**config.mk**
```make
export PLATFORM = sky130hd
export DESIGN_NAME = cordic_share_arbiter
export DESIGN_NICKNAME = d
export VERILOG_FILES = /design/src/rtl/cordic_share_pkg.sv /design/src/rtl/rr_pick.sv /design/src/rtl/cordic_share_arbiter.sv
export SDC_FILE = /design/constraint.sdc
export NUM_CORES = 1
export LEC_CHECK = 0
export ABC_AREA = 1
export ABC_CLOCK_PERIOD_IN_PS = 3470
export BUFFER_PORTS_ARGS = -buffer_cell sky130_fd_sc_hd__buf_4
export CAP_MARGIN = 25
export CORE_MARGIN = 5
export CORE_UTILIZATION = 23
export DETAILED_ROUTE_END_ITERATION = 6
export PLACE_DENSITY_LB_ADDON = 0.08
export SLEW_MARGIN = 25
export SYNTH_ARGS = -nofsm -noshare
export SYNTH_HDL_FRONTEND = slang
export SYNTH_SLANG_ARGS = --single-unit
```
**constraint.sdc**
```tcl
create_clock -name clk -period 3.47 [get_ports clk]
set_input_delay 0.8675 -clock clk [delete_from_list [all_inputs] [get_ports clk]]
set_output_delay 0.8675 -clock clk [all_outputs]
set_load 0.01 [all_outputs]
```
**src/rtl/cordic_share_pkg.sv**
```systemverilog
// Shared types and default parameters for the CORDIC share arbiter.
package cordic_share_pkg;

  typedef enum logic [1:0] {
    StIdle,
    StFlush,
    StGrant,
    StDrain
  } state_e;

  localparam int unsigned DefStageW   = 2;
  localparam logic [7:0]  DefStageMap = 8'hE4;

endpackage

```
**src/rtl/rr_pick.sv**
```systemverilog
// Combinational round-robin picker: first set request at or after ptr_i, wrapping mod N_REQ.
module rr_pick #(
  parameter int unsigned N_REQ = 4
) (
  input  logic [N_REQ-1:0] req_i,
  input  logic [2:0]       ptr_i,
  output logic             valid_o,
  output logic [2:0]       idx_o
);

  int unsigned cand;

  always_comb begin
    valid_o = 1'b0;
    idx_o   = 3'd0;
    cand    = 0;
    for (int unsigned i = 0; i < N_REQ; i++) begin
      cand = (int'(ptr_i) + i) % N_REQ;
      if (!valid_o && (|(req_i & (N_REQ'(1) << cand)))) begin
        valid_o = 1'b1;
        idx_o   = 3'(cand);
      end
    end
  end

endmodule

```
**src/rtl/cordic_share_arbiter.sv**
```systemverilog
// Round-robin time-sharing of the single CORDIC wrapper, with pipe flush on every handover
// and an in-flight counter that holds the grant until all results have returned.
module cordic_share_arbiter
  import cordic_share_pkg::*;
#(
  parameter int unsigned                N_REQ        = 4,
  parameter int unsigned                STAGE_W      = DefStageW,
  parameter logic [N_REQ*STAGE_W-1:0]   STAGE_MAP    = DefStageMap,
  parameter int unsigned                FLUSH_CYCLES = 2,
  parameter int unsigned                OUT_W        = 5
) (
  input  logic               clk,
  input  logic               reset,
  input  logic [N_REQ-1:0]   req,
  input  logic [N_REQ-1:0]   rel,
  input  logic               issue,
  input  logic               done,
  output logic [N_REQ-1:0]   grant,
  output logic [2:0]         grant_idx,
  output logic [STAGE_W-1:0] scica_stage_out,
  output logic               cordic_nrst,
  output logic               busy,
  output logic               err
);

  localparam int unsigned         FlushW    = (FLUSH_CYCLES > 1) ? $clog2(FLUSH_CYCLES) : 1;
  localparam logic [FlushW-1:0]   FlushLast = FlushW'(FLUSH_CYCLES - 1);
  localparam logic [OUT_W-1:0]    OutMax    = '1;
  localparam logic [2:0]          LastIdx   = 3'(N_REQ - 1);

  state_e               state_q, state_d;
  logic [N_REQ-1:0]     grant_q, grant_d;
  logic [2:0]           grant_idx_q, grant_idx_d;
  logic [STAGE_W-1:0]   stage_q, stage_d;
  logic                 nrst_q, nrst_d;
  logic                 err_q, err_d;
  logic [OUT_W-1:0]     out_q, out_d;
  logic [2:0]           rr_ptr_q, rr_ptr_d;
  logic [FlushW-1:0]    flush_cnt_q, flush_cnt_d;

  logic                 pick_valid;
  logic [2:0]           pick_idx;
  logic [N_REQ-1:0]     idx_oh;
  logic                 req_own, rel_own, issue_ok;
  logic [2:0]           next_ptr;

  rr_pick #(
    .N_REQ (N_REQ)
  ) u_rr_pick (
    .req_i   (req),
    .ptr_i   (rr_ptr_q),
    .valid_o (pick_valid),
    .idx_o   (pick_idx)
  );

  assign idx_oh   = N_REQ'(1) << grant_idx_q;
  assign req_own  = |(req & idx_oh);
  assign rel_own  = |(rel & idx_oh);
  assign issue_ok = issue && (state_q == StGrant);
  assign next_ptr = (grant_idx_q == LastIdx) ? 3'd0 : grant_idx_q + 3'd1;

  // Saturating in-flight counter; issues only count while granted, bad events just flag err.
  always_comb begin
    out_d = out_q;
    err_d = err_q;
    if (issue && (state_q != StGrant)) err_d = 1'b1;
    if ((state_q == StDrain) && rel_own) err_d = 1'b1;
    case ({issue_ok, done})
      2'b10: begin
        if (out_q == OutMax) err_d = 1'b1;
        else                 out_d = out_q + 1'b1;
      end
      2'b01: begin
        if (out_q == '0) err_d = 1'b1;
        else             out_d = out_q - 1'b1;
      end
      default: ;
    endcase
  end

  always_comb begin
    state_d     = state_q;
    grant_d     = grant_q;
    grant_idx_d = grant_idx_q;
    stage_d     = stage_q;
    nrst_d      = 1'b1;
    rr_ptr_d    = rr_ptr_q;
    flush_cnt_d = flush_cnt_q;
    unique case (state_q)
      StIdle: begin
        if (pick_valid) begin
          state_d     = StFlush;
          grant_idx_d = pick_idx;
          stage_d     = STAGE_MAP[pick_idx*STAGE_W +: STAGE_W];
          nrst_d      = 1'b0;
          flush_cnt_d = '0;
        end
      end
      StFlush: begin
        if (!req_own) begin
          state_d = StIdle;
        end else if (flush_cnt_q == FlushLast) begin
          state_d = StGrant;
          grant_d = idx_oh;
        end else begin
          flush_cnt_d = flush_cnt_q + 1'b1;
          nrst_d      = 1'b0;
        end
      end
      StGrant: begin
        if (rel_own) begin
          if (out_d == '0) begin
            state_d  = StIdle;
            grant_d  = '0;
            rr_ptr_d = next_ptr;
          end else begin
            state_d = StDrain;
          end
        end
      end
      StDrain: begin
        if (out_d == '0) begin
          state_d  = StIdle;
          grant_d  = '0;
          rr_ptr_d = next_ptr;
        end
      end
      default: state_d = StIdle;
    endcase
  end

  always_ff @(posedge clk) begin
    if (reset) begin
      state_q     <= StIdle;
      grant_q     <= '0;
      grant_idx_q <= 3'd0;
      stage_q     <= '0;
      nrst_q      <= 1'b0;
      err_q       <= 1'b0;
      out_q       <= '0;
      rr_ptr_q    <= 3'd0;
      flush_cnt_q <= '0;
    end else begin
      state_q     <= state_d;
      grant_q     <= grant_d;
      grant_idx_q <= grant_idx_d;
      stage_q     <= stage_d;
      nrst_q      <= nrst_d;
      err_q       <= err_d;
      out_q       <= out_d;
      rr_ptr_q    <= rr_ptr_d;
      flush_cnt_q <= flush_cnt_d;
    end
  end

  assign grant           = grant_q;
  assign grant_idx       = grant_idx_q;
  assign scica_stage_out = stage_q;
  assign cordic_nrst     = nrst_q;
  assign busy            = (state_q != StIdle);
  assign err             = err_q;

endmodule
```
Word-level counts from Yosys, hierarchy flattened:

Index checks and enable logic that the tools add are counted.

* bits in read-only memories: 0
* register bits: 22
* output and inout port bits: 12
* bits in latches: 0
* memories: 0
* RAM bits: 0

* multipliers: 0
* bitwise logic cells: 6
* mux-type cells: 40
* equal/unequal tests: 14
* add/sub/neg operators: 7
* order comparisons: 0
* reductions and logical operators: 27
* shifts and indexed selects: 6
* divide/modulo/power cells: 0

Operator list (number)
* 4-bit bitwise AND: 6
* 4-bit OR reduction: 6
* 2-bit 2-to-1 mux: 10
* 4-bit 2-to-1 mux: 4
* 1-bit by 2-bit << shifter with 4-bit output (first input constant): 4
* 1-bit 2-to-1 mux: 14
* 4-bit case mux with 3 select lines: 1
* 5-bit zero test: 2
* 5-bit 2-to-1 mux: 2
* 2-bit != test (second input constant): 5
* 5-bit case mux with 2 select lines: 1
* 3-bit 2-to-1 mux: 3
* 2-bit case mux with 4 select lines: 1
* 4-bit AND reduction: 2
* 8-bit by 5-bit variable part select with 2-bit output (first input constant): 1
* 2-bit equality test (second input constant): 3
* 1-bit logical AND: 6
* 1-bit case mux with 2 select lines: 3
* 3-bit case mux with 2 select lines: 1
* 2-bit nonzero test: 3
* 5-bit by 1-bit adder with 5-bit output (second input constant): 1
* 5-bit equality test (second input constant): 1
* 5-bit by 1-bit subtractor with 5-bit output (second input constant): 1
* 2-bit adder (second input constant): 2
* other kinds (13): 17

Logic depth before layout (Yosys ltp):

* depth in word-level cells: 15
* mapped depth: 17

Hierarchy:

Synthesis repeated with hierarchy kept, for this count alone.

* cells, all modules: 276
* area, all modules: 1747.9 um^2

By module, submodules not included
* cordic_share_arbiter: seq. area each 440.4 um^2, area an instance 1447.6 um^2, instances 1, cells an instance 218
* rr_pick: seq. area each 0.0 um^2, area an instance 300.3 um^2, instances 1, cells an instance 58

Least setup slack after synthesis:

OpenSTA, ideal clock, no wires.

* path type: input to register
* from: input issue
* to: register grant_q[2] (netlist: grant[2])
* setup time: 0.114 ns
* data required time: 3.356 ns
* path slack: 1.141 ns
* stages: 13
* data arrival time: 2.215 ns
* buffers on the path: 0
* cell sequence: inv_1 -> nor2_1 -> ha_1 -> inv_1 -> nand3_1 -> nand2_1 -> nand2_2 -> nor2_4 -> nand4_4 -> nand2_1 -> nand2_1 -> nand2_1 -> nor2_2

* longest elaborated chain between the ends: 7
* elaborated cells between the ends (all ways): 8
* classes of those cells: eq/ne (2); mux (4); reduce/logical (2)

RTL lines
* start, declared: RTL line cordic_share_arbiter.sv:16 `input logic issue,`
* 1-bit logical AND (*): RTL line cordic_share_arbiter.sv:59 `assign issue_ok = issue && (state_q == StGrant);`
* 2-bit by 1-bit equality test with 1-bit output or 2-bit equality test (tied branches): RTL line cordic_share_arbiter.sv:68 `case ({issue_ok, done})`
* 5-bit case mux with 2 select lines (*): RTL line cordic_share_arbiter.sv:68
* 5-bit zero test (*): RTL line cordic_share_arbiter.sv:112, cordic_share_arbiter.sv:122
* 4-bit 2-to-1 mux (*)
* 4-bit 2-to-1 mux
* 4-bit case mux with 3 select lines (*)
* end signal, assigned: RTL line cordic_share_arbiter.sv:145 `grant_q <= grant_d;`
* end, declared: RTL line cordic_share_arbiter.sv:32 `logic [N_REQ-1:0] grant_q, grant_d;`

Mark *: on every way between the ends. The rest lies on a longest branch, timed or not. The select of a mux whose other input is x is not followed.
A chain may end at the register's enable or synchronous reset.

Worst setup path in the final report:

* from: register state_q[1]
* to: register grant_q[2] (netlist: grant[2])

* longest elaborated chain between the ends: 8
* elaborated cells between the ends (all ways): 16
* classes of those cells: eq/ne (8); mux (4); reduce/logical (4)

RTL lines
* start, declared: RTL line cordic_share_arbiter.sv:31 `state_e state_q, state_d;`
* start signal, assigned: RTL line cordic_share_arbiter.sv:134 `state_q <= StIdle;`
* start signal, assigned: RTL line cordic_share_arbiter.sv:144 `state_q <= state_d;`
* 2-bit equality test: RTL line cordic_share_arbiter.sv:59, cordic_share_arbiter.sv:89
* 1-bit logical AND: RTL line cordic_share_arbiter.sv:59
* 2-bit by 1-bit equality test with 1-bit output or 2-bit equality test (tied branches): RTL line cordic_share_arbiter.sv:68
* 5-bit case mux with 2 select lines: RTL line cordic_share_arbiter.sv:68
* 5-bit zero test: RTL line cordic_share_arbiter.sv:112, cordic_share_arbiter.sv:122
* 4-bit 2-to-1 mux (2 in a row)
* 4-bit case mux with 3 select lines: RTL line cordic_share_arbiter.sv:89 `unique case (state_q)`

Parallel ways exist; a longest one is shown, timed or not. The select of a mux whose other input is x is not followed.

==> flow_summary.json <==
{
  "core_mm2": 0.006241,
  "dr.pass1.iters": 4,
  "synthTopCellsByArea": "dfxtp_1 (25%), nand2_1 (14%), ha_1 (10%), inv_1 (9.6%), nor2_1 (8.5%)",
  "min_period_ns": 2.410,
  "ys_types": 29,
  "max_cap_violations": 0,
  "path_buf_inv": 3,
  "netlist.area_leader.share_pct": 24.78,
  "hold_buffers": 0,
  "cts_made_buffers": 3,
  "criticalPathCategory": "flop to flop",
  "worst_setup_path_end_kind": "flop",
  "setup_viol": 0,
  "cts_root_buffer": "clkbuf_8",
  "worst_path_largest_cell_delay_ns": 0.48,
  "p_per_area_mw_per_mm2": 635.1,
  "clock-sinks": 18,
  "die_w_um": 89.51,
  "min_period_over_period_pct": 69.44,
  "io_buffers": 22,
  "total_power_mw": 1.105,
  "fin_ws_ns": 1.060,
  "start_util_pct": 23.30,
  "cp.depth": 15,
  "timing.critical_path.mode_cell": "nand2_1",
  "drive_gt1_share_pct": 16.21,
  "rr_worst_depth": 15,
  "cts_max_path_buffers": 2,
  "fp.dieH_um": 89.51,
  "finalSetupTns_ns": 0,
  "synth-seq-cells": 18,
  "wire_per_inst_um": 11.46,
  "drcViolationCount": 0,
  "rows": 29,
  "grt_usage_pct": 10.22,
  "multi_input_area_um2": 900.9,
  "path_cells": "inv_1 -> nor2_1 -> inv_2 -> nor2_1 -> ha_1 -> inv_1 -> nand3_1 -> nand2_1 -> nand2_2 -> nor2_4 -> nand4_4 -> nand2_1 -> nand2_1 -> nand2_1 -> nor2_2",
  "hpwl_um": 3168,
  "reg2reg_slack_ns": 1.06,
  "grt_max_degree": 12,
  "fmax_mhz": 415.0,
  "synthArstFlopShare_pct": 0,
  "slew_viol_final": 0,
  "utilization_pct": 27.87,
  "crit_end": "grant[2]$_SDFFE_PP0P_",
  "critical-path-top-delay-family": "simple AND/OR/NAND/NOR gates",
  "nets": 278,
  "antenna_found_initial": 0,
  "finalWirelength_um": 3783,
  "critPathRequiredTime_ns": 3.62,
  "htreeDepth": 1,
  "instances_no_fill": 330,
  "yosys_warnings": 0,
  "synthFlopType": "dfxtp_1",
  "vias_per_cell": 4.361,
  "arrival_ns": 2.56,
  "dr.first_iter.drc_count": 42,
  "avgSynthCellArea_um2": 6.267,
  "cts_resized": 0,
  "netlist_area_mm2": 0.001454,
  "vias": 1439,
  "grt_pass1_wl_um": 6479,
  "ant_nets": 0,
  "syn_inst": 232,
  "gp_congestion": 0.7672,
  "preCtsSetupSlack_ns": 0.8105,
  "power_leakage_nw": 0.8818,
  "grt_overflow_total": 0,
  "num_io_pins": 24,
  "clock_latency_ns": 0.25,
  "fin_skew_ns": 0.009241,
  "syn_to_final_growth_pct": 19.62,
  "peakVddDrop_uv": 205.6,
  "cts.clk_slew.worst_paths_ns": 0.07,
  "synth_edf_count": 0,
  "place_inst": 326,
  "path_max_fanout": 10,
  "ys_seq_area_share_pct": 24.78,
  "die_area_mm2": 0.008011,
  "startpoint": "state_q[1]$_SDFFE_PP0P_",
  "hold_viol": 0,
  "ff_latch_area_um2": 360.3,
  "syn-num-nets": 256,
  "crit_path_start_kind": "flop",
  "fillers": 714,
  "first_global_vias": 1452,
  "r2r-start": "state_q[1]$_SDFFE_PP0P_",
  "diodes": 0,
  "cts_setup_buffers": 0,
  "r2r_end": "grant[2]$_SDFFE_PP0P_",
  "status": "finished, final reports clean",
  "slowest_stage": "dfxtp_1",
  "cts_tree": "yes",
  "hold_path.class": "flop to flop",
  "rsz0062_at_grt": "no",
  "yosysTopAreaCell": "dfxtp_1"
}
worst min-delay path by stage:
stage,startpoint,endpoint,slack (ns),cells after the start
2_1_floorplan,flush_cnt_q$_SDFFE_PP0P_,cordic_nrst$_SDFF_PP0_,0.47,2
3_3_place_gp,grant[2]$_SDFFE_PP0P_,grant[2]$_SDFFE_PP0P_,0.49,2
3_5_place_dp,grant[2]$_SDFFE_PP0P_,grant[2]$_SDFFE_PP0P_,0.50,2
4_1_cts,grant[2]$_SDFFE_PP0P_,grant[2]$_SDFFE_PP0P_,0.51,2
5_1_grt,grant[2]$_SDFFE_PP0P_,grant[2]$_SDFFE_PP0P_,0.55,2
6_report,grant[2]$_SDFFE_PP0P_,grant[2]$_SDFFE_PP0P_,0.51,2
synthesized netlist by cell type, types with 2 or more instances:
master     n
a21oi_1    7
a31oi_1    2
buf_4      3
dfxtp_1   18
ha_1      12
inv_1     37
inv_2      5
nand2_1   55
nand2_2    3
nand3_1   15
nand3_2    2
nand3b_1   4
nand4_1    5
nor2_1    33
nor2_2     2
o21ai_0    4
o21ai_1    4
o22ai_1   10
final cells by class:
class                           instances  share of cell area, %
Tap cell                               77                  5.540
Multi-Input combinational cell        166                  51.80
Clock buffer                            4                  3.165
Sequential cell                        18                  20.72
Timing Repair Buffer                   22                  9.496
Inverter                               43                  9.281
cell families after synthesis:
kind of cell	count (synthesis)	synth area share [%]
and+or+nand+nor	122	38.21
buffers and inverters	48	13.25
AOI/OAI and AO/OA	30	12.56
DFF	18	24.79
adders and majority gates	12	10.33
xor gates and xnor gates	1	0.6025
other	1	0.2579
layout by cell type, fill, tap and decap left out, drive strengths merged:
master   instances
ha              12
dfxtp           18
o21ai            8
a21oi            8
o21a             1
a31oi            2
inv             42
clkbuf           4
nor3             1
clkinv           1
o2111ai          1
o22ai           10
nand4            6
nand2           58
nand3b           4
conb             1
nand3           17
nor2            36
xor2             1
buf             22
sequential cells by signal, summed over array words and instances (netlist names):
name	flops
rr_ptr_q	2
flush_cnt_q	1
grant	4
cordic_nrst	1
out_q	5
err	1
state_q	2
scica_stage_out	2
power by group:
group	internal (mW)	switching (mW)
Clock	0.101	0.0731
Combinational	0.243	0.370
Sequential	0.261	0.0561
Total	0.605	0.500
per-layer routing:
metal | vias to the layer above | share of wire, % | GRT usage (%)
met5 | - | 0 | 0
li1 | 778 | - | -
met4 | 0 | 0.42 | 2.571
met3 | 2 | 3.4 | 1.751
met2 | 27 | 50 | 18.42
met1 | 632 | 46 | 12.50
worst reg2reg max path: cells and delay by family, from the launching register on:
family                     cells  cell delay (ns)
and+or+nand+nor               11             1.14
buffers and inverters          3             0.40
adders and majority gates      1             0.29
DFF                            1             0.48
stage by stage:
stage                     hold WS, ns  cell area, µm²
final                          0.5052            1739
after CTS                      0.5142            1739
after floorplan                0.4676            1454
after global routing           0.5482            1739
after global placement         0.4930            1684
after detailed placement       0.4952            1684
Power figures use the tool's default switching activity.
